### config.mk
export PLATFORM = sky130hd
export DESIGN_NAME = cla_4bit_adder
export DESIGN_NICKNAME = d
export VERILOG_FILES = /design/src/rtl/cla_4bit_adder.sv
export SDC_FILE = /design/constraint.sdc
export NUM_CORES = 1
export LEC_CHECK = 0
export CORE_AREA = 2 2 39 41
export CTS_CLUSTER_SIZE = 20
export DETAILED_ROUTE_END_ITERATION = 8
export DIE_AREA = 0 0 41 43
export GPL_TIMING_DRIVEN = 0
export PLACE_DENSITY_LB_ADDON = 0.1
export SLEW_MARGIN = 15
export SYNTH_ARGS = -nofsm -noshare
export SYNTH_HDL_FRONTEND = slang
export SYNTH_SLANG_ARGS = --single-unit
### constraint.sdc
create_clock -name clk -period 0.84 [get_ports clk]
set_input_delay 0.168 -clock clk [delete_from_list [all_inputs] [get_ports clk]]
set_output_delay 0.168 -clock clk [all_outputs]
set_load 0.005 [all_outputs]
### src/rtl/cla_4bit_adder.sv
// 4-bit carry-lookahead adder slice with registered sum, carry-out and group P/G.
// Group terms let several slices sit under a second-level lookahead unit.
module cla_4bit_adder (
    input  logic       clk,
    input  logic       rst_n,
    input  logic       in_valid,
    input  logic [3:0] A,
    input  logic [3:0] B,
    input  logic       Cin,
    output logic [3:0] S,
    output logic       Cout,
    output logic       PG,
    output logic       GG,
    output logic       out_valid
);

    logic [3:0] p;
    logic [3:0] g;
    logic [4:0] c;
    logic [3:0] s_next;
    logic       pg_next;
    logic       gg_next;

    assign p = A ^ B;
    assign g = A & B;

    // Each carry is a flat sum-of-products of P/G and Cin, so no carry waits on another.
    assign c[0] = Cin;
    assign c[1] = g[0]
                | (p[0] & c[0]);
    assign c[2] = g[1]
                | (p[1] & g[0])
                | (p[1] & p[0] & c[0]);
    assign c[3] = g[2]
                | (p[2] & g[1])
                | (p[2] & p[1] & g[0])
                | (p[2] & p[1] & p[0] & c[0]);
    assign c[4] = g[3]
                | (p[3] & g[2])
                | (p[3] & p[2] & g[1])
                | (p[3] & p[2] & p[1] & g[0])
                | (p[3] & p[2] & p[1] & p[0] & c[0]);

    assign s_next = p ^ c[3:0];

    // Group terms are independent of Cin so an upper lookahead level can use them directly.
    assign pg_next = p[3] & p[2] & p[1] & p[0];
    assign gg_next = g[3]
                   | (p[3] & g[2])
                   | (p[3] & p[2] & g[1])
                   | (p[3] & p[2] & p[1] & g[0]);

    // Handshake: in_valid=1 at a rising edge captures one result, presented the
    // following cycle with out_valid=1 for exactly that cycle. There is no ready;
    // the slice accepts a new vector every cycle. With in_valid=0 the result
    // registers hold and out_valid drops.
    always_ff @(posedge clk or negedge rst_n) begin
        if (!rst_n) begin
            S         <= 4'b0000;
            Cout      <= 1'b0;
            PG        <= 1'b0;
            GG        <= 1'b0;
            out_valid <= 1'b0;
        end else begin
            out_valid <= in_valid;
            if (in_valid) begin
                S    <= s_next;
                Cout <= c[4];
                PG   <= pg_next;
                GG   <= gg_next;
            end
        end
    end

endmodule

==> results.toml, run 1 <==
[finish]
n_fill_cell = 136
finish.utilization_pct = 57.7
drive_gt1_share_pct = 56.6
fin_nets = 95
antenna_cells = 0
area_delta_synth_final_pct = 77.2

[cts]
insertion_delay_ns = 0.25
cts_tree = "yes"
cts_hold_buf = 0
cts_sinks = 8
h-tree-depth = 1
clk_path_buf_depth = 2
cts_made_buffers = 3
clk_pin_slew_ns = 0.05
root_buffer = "clkbuf_4"

[routing]
via_per_inst = 4.87
drt_wl_total_um = 1040
dr.first_iter.drc_count = 0
postRouteAntennaNets = 0
num_vias = 448
wl_per_cell_um = 11.3
drc = 0
first_pass_iters = 1

[worst_setup_path]
r2r_slack_ns = -0.02
r2r_end = "S[1]"
r2r_cells = 2
cp-end-kind = "flip-flop"
crit_type = "in2reg"
required_ns = 1.01
cp-start-kind = "input port"
arrival_ns = 1.16
cp_max_fo = 5
r2r_start = "S[1]"

[sta]
slew_headroom_pct = 76.6
worst_pin_slew_ns = 0.350
setup_tns_ns = -0.805
rsz0062_at_grt = "yes"
fin_ws_ns = -0.146
final-setup-viol-count = 12
hold_violations = 0
hold-worst-slack_ns = 0.194
slew_violations = 0
period_needed_ns = 0.986
period_share_pct = 117
fmax_ghz = 1.01
clock_skew_ns = 0

[pwr]
seqPwrFrac_pct = 39.4
sw_frac_of_total_pct = 26.3
vdd_drop_max_mv = 0.570
p_sw_w = 0.000308
cellLeakagePower_nw = 0.370
p_comb_share_pct = 37.2
internal-power_w = 0.000862
power_density_mw_per_mm2 = 1470
clkPwrFrac_pct = 23.4
finalPower_w = 0.00117

[floorplan]
io_pins = 20
design.core.area_mm2 = 0.00138
dieArea_mm2 = 0.00176
die_w_um = 41
die_h_um = 43
num_rows = 14
start_util_pct = 32.5

[min_path]
hp-class = "in2async"

[outcome]
violations = "setup timing"
status = "complete, but fails checks"

[placement]
dpl_worst_slack_ns = -0.875
gp_congestion = 0.737
port_buffers = 19

[global_routing]
grt_pass1_wl_um = 1710
grt_overflow = 0
grt_max_degree = 10
grt_pass1_vias = 436
track_usage_pct = 13.7
grt_antenna_before_repair = 0

[yosys]
post_synth.cell_area_avg_um2 = 10.2
synth-seq-cells = 8
yosysUniqueCellTypes = 20
synthCells = 44
syn-cell-area_um2 = 450
ys_seq_area_share_pct = 44.4
syn_nets = 61
yosysWarningCount = 0

[flow_run]
cap_violations = 0
[critical path, stage by stage]
cell,delay [ns]
buf_6,0.09
ha_4,0.29
inv_2,0.04
or4_4,0.49
nand4_1,0.08
[worst max-delay path by stage]
stage | startpoint | endpoint | slack [ns]
floorplan | A[1] | S[2] | -0.25
global placement | Cin | S[1] | -0.86
detailed placement | Cin | S[1] | -0.88
CTS | B[1] | S[2] | -0.17
global route | B[2] | S[3] | -0.17
finish | A[1] | S[2] | -0.15
[cell usage after synthesis]
| cell type | instances | area, µm² |
|---|---|---|
| dfrtp_1 | 8 | 200 |
| inv_1 | 6 | 22.5 |
| ha_1 | 4 | 50.1 |
| nand2_1 | 4 | 15.0 |
| a21oi_1 | 3 | 15.0 |
| nand4_1 | 3 | 18.8 |
| o21ai_0 | 2 | 10.0 |
| o22a_1 | 2 | 17.5 |
| a31oi_1 | 1 | 6.26 |
| and4_1 | 1 | 8.76 |
| fa_1 | 1 | 20.0 |
| inv_2 | 1 | 3.75 |
| mux2_2 | 1 | 11.3 |
| nand3_1 | 1 | 5.00 |
| o2111ai_1 | 1 | 8.76 |
| o31ai_1 | 1 | 7.51 |
| or2b_1 | 1 | 7.51 |
| or3_1 | 1 | 6.26 |
| or4_1 | 1 | 7.51 |
| xnor2_1 | 1 | 8.76 |
[cell type report]
type | instances | area (µm²) | area share [%]
tap | 16 | 20.0 | 2.51
clock buffer | 3 | 22.5 | 2.82
inverter | 7 | 33.8 | 4.23
multi-input combinational | 29 | 307 | 38.4
timing repair buffer | 29 | 215 | 27.0
sequential | 8 | 200 | 25.1
[power groups by stage]
| stage | combinational [W] | sequential [W] | clock (W) |
|---|---|---|---|
| 4_1_cts | 0.000416 | 0.000461 | 0.000280 |
| 5_1_grt | 0.000479 | 0.000465 | 0.000308 |
| 6_report | 0.000435 | 0.000461 | 0.000274 |
| 3_3_place_gp | 0.000363 | 0.000471 | 0 |
| 2_1_floorplan | 0.000152 | 0.000476 | 0 |
| 3_5_place_dp | 0.000362 | 0.000473 | 0 |
[cell usage in the layout (no fill, tap or decap)]
| cell type | count |
|---|---|
| or2b_1 | 1 |
| o21ai_0 | 1 |
| nand4_1 | 3 |
| clkbuf_4 | 3 |
| clkdlybuf4s15_1 | 2 |
| buf_6 | 3 |
| xnor2_1 | 1 |
| o21ai_1 | 1 |
| clkdlybuf4s50_1 | 1 |
| nand2_1 | 4 |
| clkdlybuf4s15_2 | 1 |
| a21oi_4 | 1 |
| a31oi_2 | 1 |
| o31ai_1 | 1 |
| fa_2 | 1 |
| buf_4 | 12 |
| inv_2 | 3 |
| ha_4 | 4 |
| inv_8 | 1 |
| o22a_1 | 2 |
| and4_1 | 1 |
| or4_4 | 1 |
| or3_1 | 1 |
| dfrtp_1 | 8 |
| buf_2 | 10 |
| a21oi_1 | 2 |
| inv_1 | 3 |
| nand3_2 | 1 |
| mux2_4 | 1 |
| o2111ai_1 | 1 |
[sequential cells by signal, summed over array words and instances, names as in the netlist]
signal     cells
S              4
Cout           1
GG             1
PG             1
out_valid      1
[through the flow]
step / cell area [µm²] / instances
2_1_floorplan: 489 / 44
3_3_place_gp: 699 / 79
3_5_place_dp: 699 / 79
4_1_cts: 785 / 91
5_1_grt: 798 / 92
6_report: 798 / 92
[what timing repair did]
action / 4_1_cts / 5_1_grt
gates cloned: 0 / 0
buffers inserted: 9 / 1
pin swaps: 10 / 3
resized for setup: 78 / 2
endpoints found under the setup margin: 15 / 13
[metal layers]
metal | vias to the layer above | track usage (%) | share of wire, %
met4 | 0 | 6.00 | 0.87
met1 | 208 | 16.6 | 40
met5 | - | 0 | 0
met2 | 12 | 23.8 | 55
met3 | 2 | 0 | 4.3
li1 | 226 | - | -
[kinds of logic after synthesis]
logic type,share of synthesized area (%)
AOI/OAI and AO/OA,14.4
xor gates and xnor gates,1.94
adders and majority gates,15.6
buffers and inverters,5.83
DFF,44.4
muxes,2.50
and+or+nand+nor,15.3
No activity file was read; power rests on OpenSTA's default activity.
==> run 2, diff against run 1 <==
--- a/config.mk
+++ b/config.mk
@@ -5,6 +5,7 @@
 export SDC_FILE = /design/constraint.sdc
 export NUM_CORES = 1
 export LEC_CHECK = 0
+export CAP_MARGIN = 30
 export CORE_AREA = 2 2 39 41
 export CTS_CLUSTER_SIZE = 20
 export DETAILED_ROUTE_END_ITERATION = 8
==> results of run 2 <==
The final DEF is identical to that of run 1; final timing and power are the same.
==> run 3, diff against run 2 <==
--- a/config.mk
+++ b/config.mk
@@ -16,3 +16,4 @@
 export SYNTH_ARGS = -nofsm -noshare
 export SYNTH_HDL_FRONTEND = slang
 export SYNTH_SLANG_ARGS = --single-unit
+export TNS_END_PERCENT = 30
==> results.toml, run 3 (same netlist as run 1, synthesis figures left out) <==
[placement]
post-dp-hpwl_um = 769
port_buffers = 19
dpl_worst_slack_ns = -0.784
gp_congestion = 0.700

[worst_setup_path]
crit_type = "in2reg"
arrival_ns = 1.15
required_ns = 1.03
max_stage_delay_ns = 0.49
slowest_stage = "or4_4"
cp_max_fo = 5
cp-end-kind = "flip-flop"
cp-start-kind = "input port"
cp_top_family = "simple AND/OR/NAND/NOR gates"
path_cells = "buf_6 -> ha_4 -> inv_2 -> or4_4 -> nand4_1"
crit_buf_inv = 2

[sta]
fin_ws_ns = -0.126
rsz0062_at_grt = "yes"
hold_violations = 0
period_share_pct = 115
slew_violations = 0
worst_pin_slew_ns = 0.340
period_needed_ns = 0.966
slew_headroom_pct = 77.3
setup_tns_ns = -0.950
fmax_ghz = 1.04
final-setup-viol-count = 12
clock_skew_ns = 0

[routing]
num_vias = 439
wl_per_cell_um = 12.0
via_per_inst = 4.99
first_pass_iters = 3
dr.first_iter.drc_count = 2
drt_wl_total_um = 1050
postRouteAntennaNets = 0
drc = 0

[cts]
cts_hold_buf = 0
clk_path_buf_depth = 2
cts_sinks = 8
cts_tree = "yes"
root_buffer = "clkbuf_4"
h-tree-depth = 1
cts_made_buffers = 3
clk_pin_slew_ns = 0.05
insertion_delay_ns = 0.25

[finish]
finish.utilization_pct = 56.5
antenna_cells = 0
layout_commonest_cell = "dfrtp_1"
top_register = "S"
largest_register_ffs = 4
drive_gt1_share_pct = 61.1
fin_nets = 91
mostFrequentLayoutCells = "dfrtp_1, buf_4, buf_2"
area_delta_synth_final_pct = 73.6

[floorplan]
start_util_pct = 32.5
num_rows = 14
die_h_um = 43
dieArea_mm2 = 0.00176
die_w_um = 41
io_pins = 20
design.core.area_mm2 = 0.00138

[global_routing]
track_usage_pct = 15.8
grt_overflow = 0
grt_pass1_vias = 468
grt_antenna_before_repair = 0
grt_max_degree = 10
grt_pass1_wl_um = 1880

[pwr]
power_density_mw_per_mm2 = 1470
cellLeakagePower_nw = 0.356
vdd_drop_max_mv = 0.457

[outcome]
violations = "setup timing"
status = "complete, but fails checks"

[flow_run]
cap_violations = 0

[min_path]
hp-class = "in2reg"
==> run 3: cell count changes in the layout (fill, tap and decap cells not counted), sizes merged <==
cell | before | now
buf | 25 | 20
clkbuf | 3 | 5
clkdlybuf4s15 | 3 | 2
==> run 3: what timing repair did <==
| item | 4_1_cts | 5_1_grt |
|---|---|---|
| endpoints found under the hold margin | 0 | 0 |
| pin swaps | 10 | 6 |
| buffers inserted | 6 | 0 |
| setup endpoints to repair | 15 | 12 |
| resized for setup | 83 | 4 |
==> run 3: worst register-to-register path, cell delays in order (launching register included) <==
cell and delay [ns]:
dfrtp_1 0.37, buf_4 0.13, o22a_1 0.18
==> run 3: cell type report <==
class | count | area [µm²]
fillers | 128 | 602
repair buffers | 25 | 198
clock buffers | 3 | 22.5
well taps | 16 | 20.0
flip-flops and latches | 8 | 200
inverters | 7 | 26.3
multi-input cells | 29 | 315
==> run 3: worst paths after layout <==
kind                                from   endpoint  slack, ns  cells past startpoint
worst max-delay path                A[1]       S[2]      -0.13                      5
worst min-delay path            in_valid  out_valid       0.13                      1
worst max register to register        GG         GG       0.05                      2
worst min register to register      S[0]       S[0]       0.47                      2
max in group asynchronous          rst_n  out_valid       0.41                      1
min in group asynchronous          rst_n         PG       0.18                      1
==> run 3: power breakdown <==
group          leakage [nW]  internal (W)  switching (W)
Combinational         0.245      0.000232       0.000167
Clock                0.0138      0.000163       0.000126
Sequential           0.0964      0.000438      0.0000230
==> run 3: stage by stage <==
stage / hold WS (ns) / instance area (µm²) / power (W) / instances
global route: 0.139 / 782 / 0.00123 / 88
CTS: 0.196 / 783 / 0.00116 / 88
floorplan: -0.128 / 478 / 0.000616 / 44
detailed placement: 0.468 / 688 / 0.000823 / 79
global placement: 0.463 / 688 / 0.000820 / 79
finish: 0.134 / 782 / 0.00115 / 88
==> run 3: layer usage <==
metal,routed length (µm),GRT usage [%]
met2,548,23.4
met1,442,18.8
met4,16,15.3
met3,46,0.524
met5,0,0
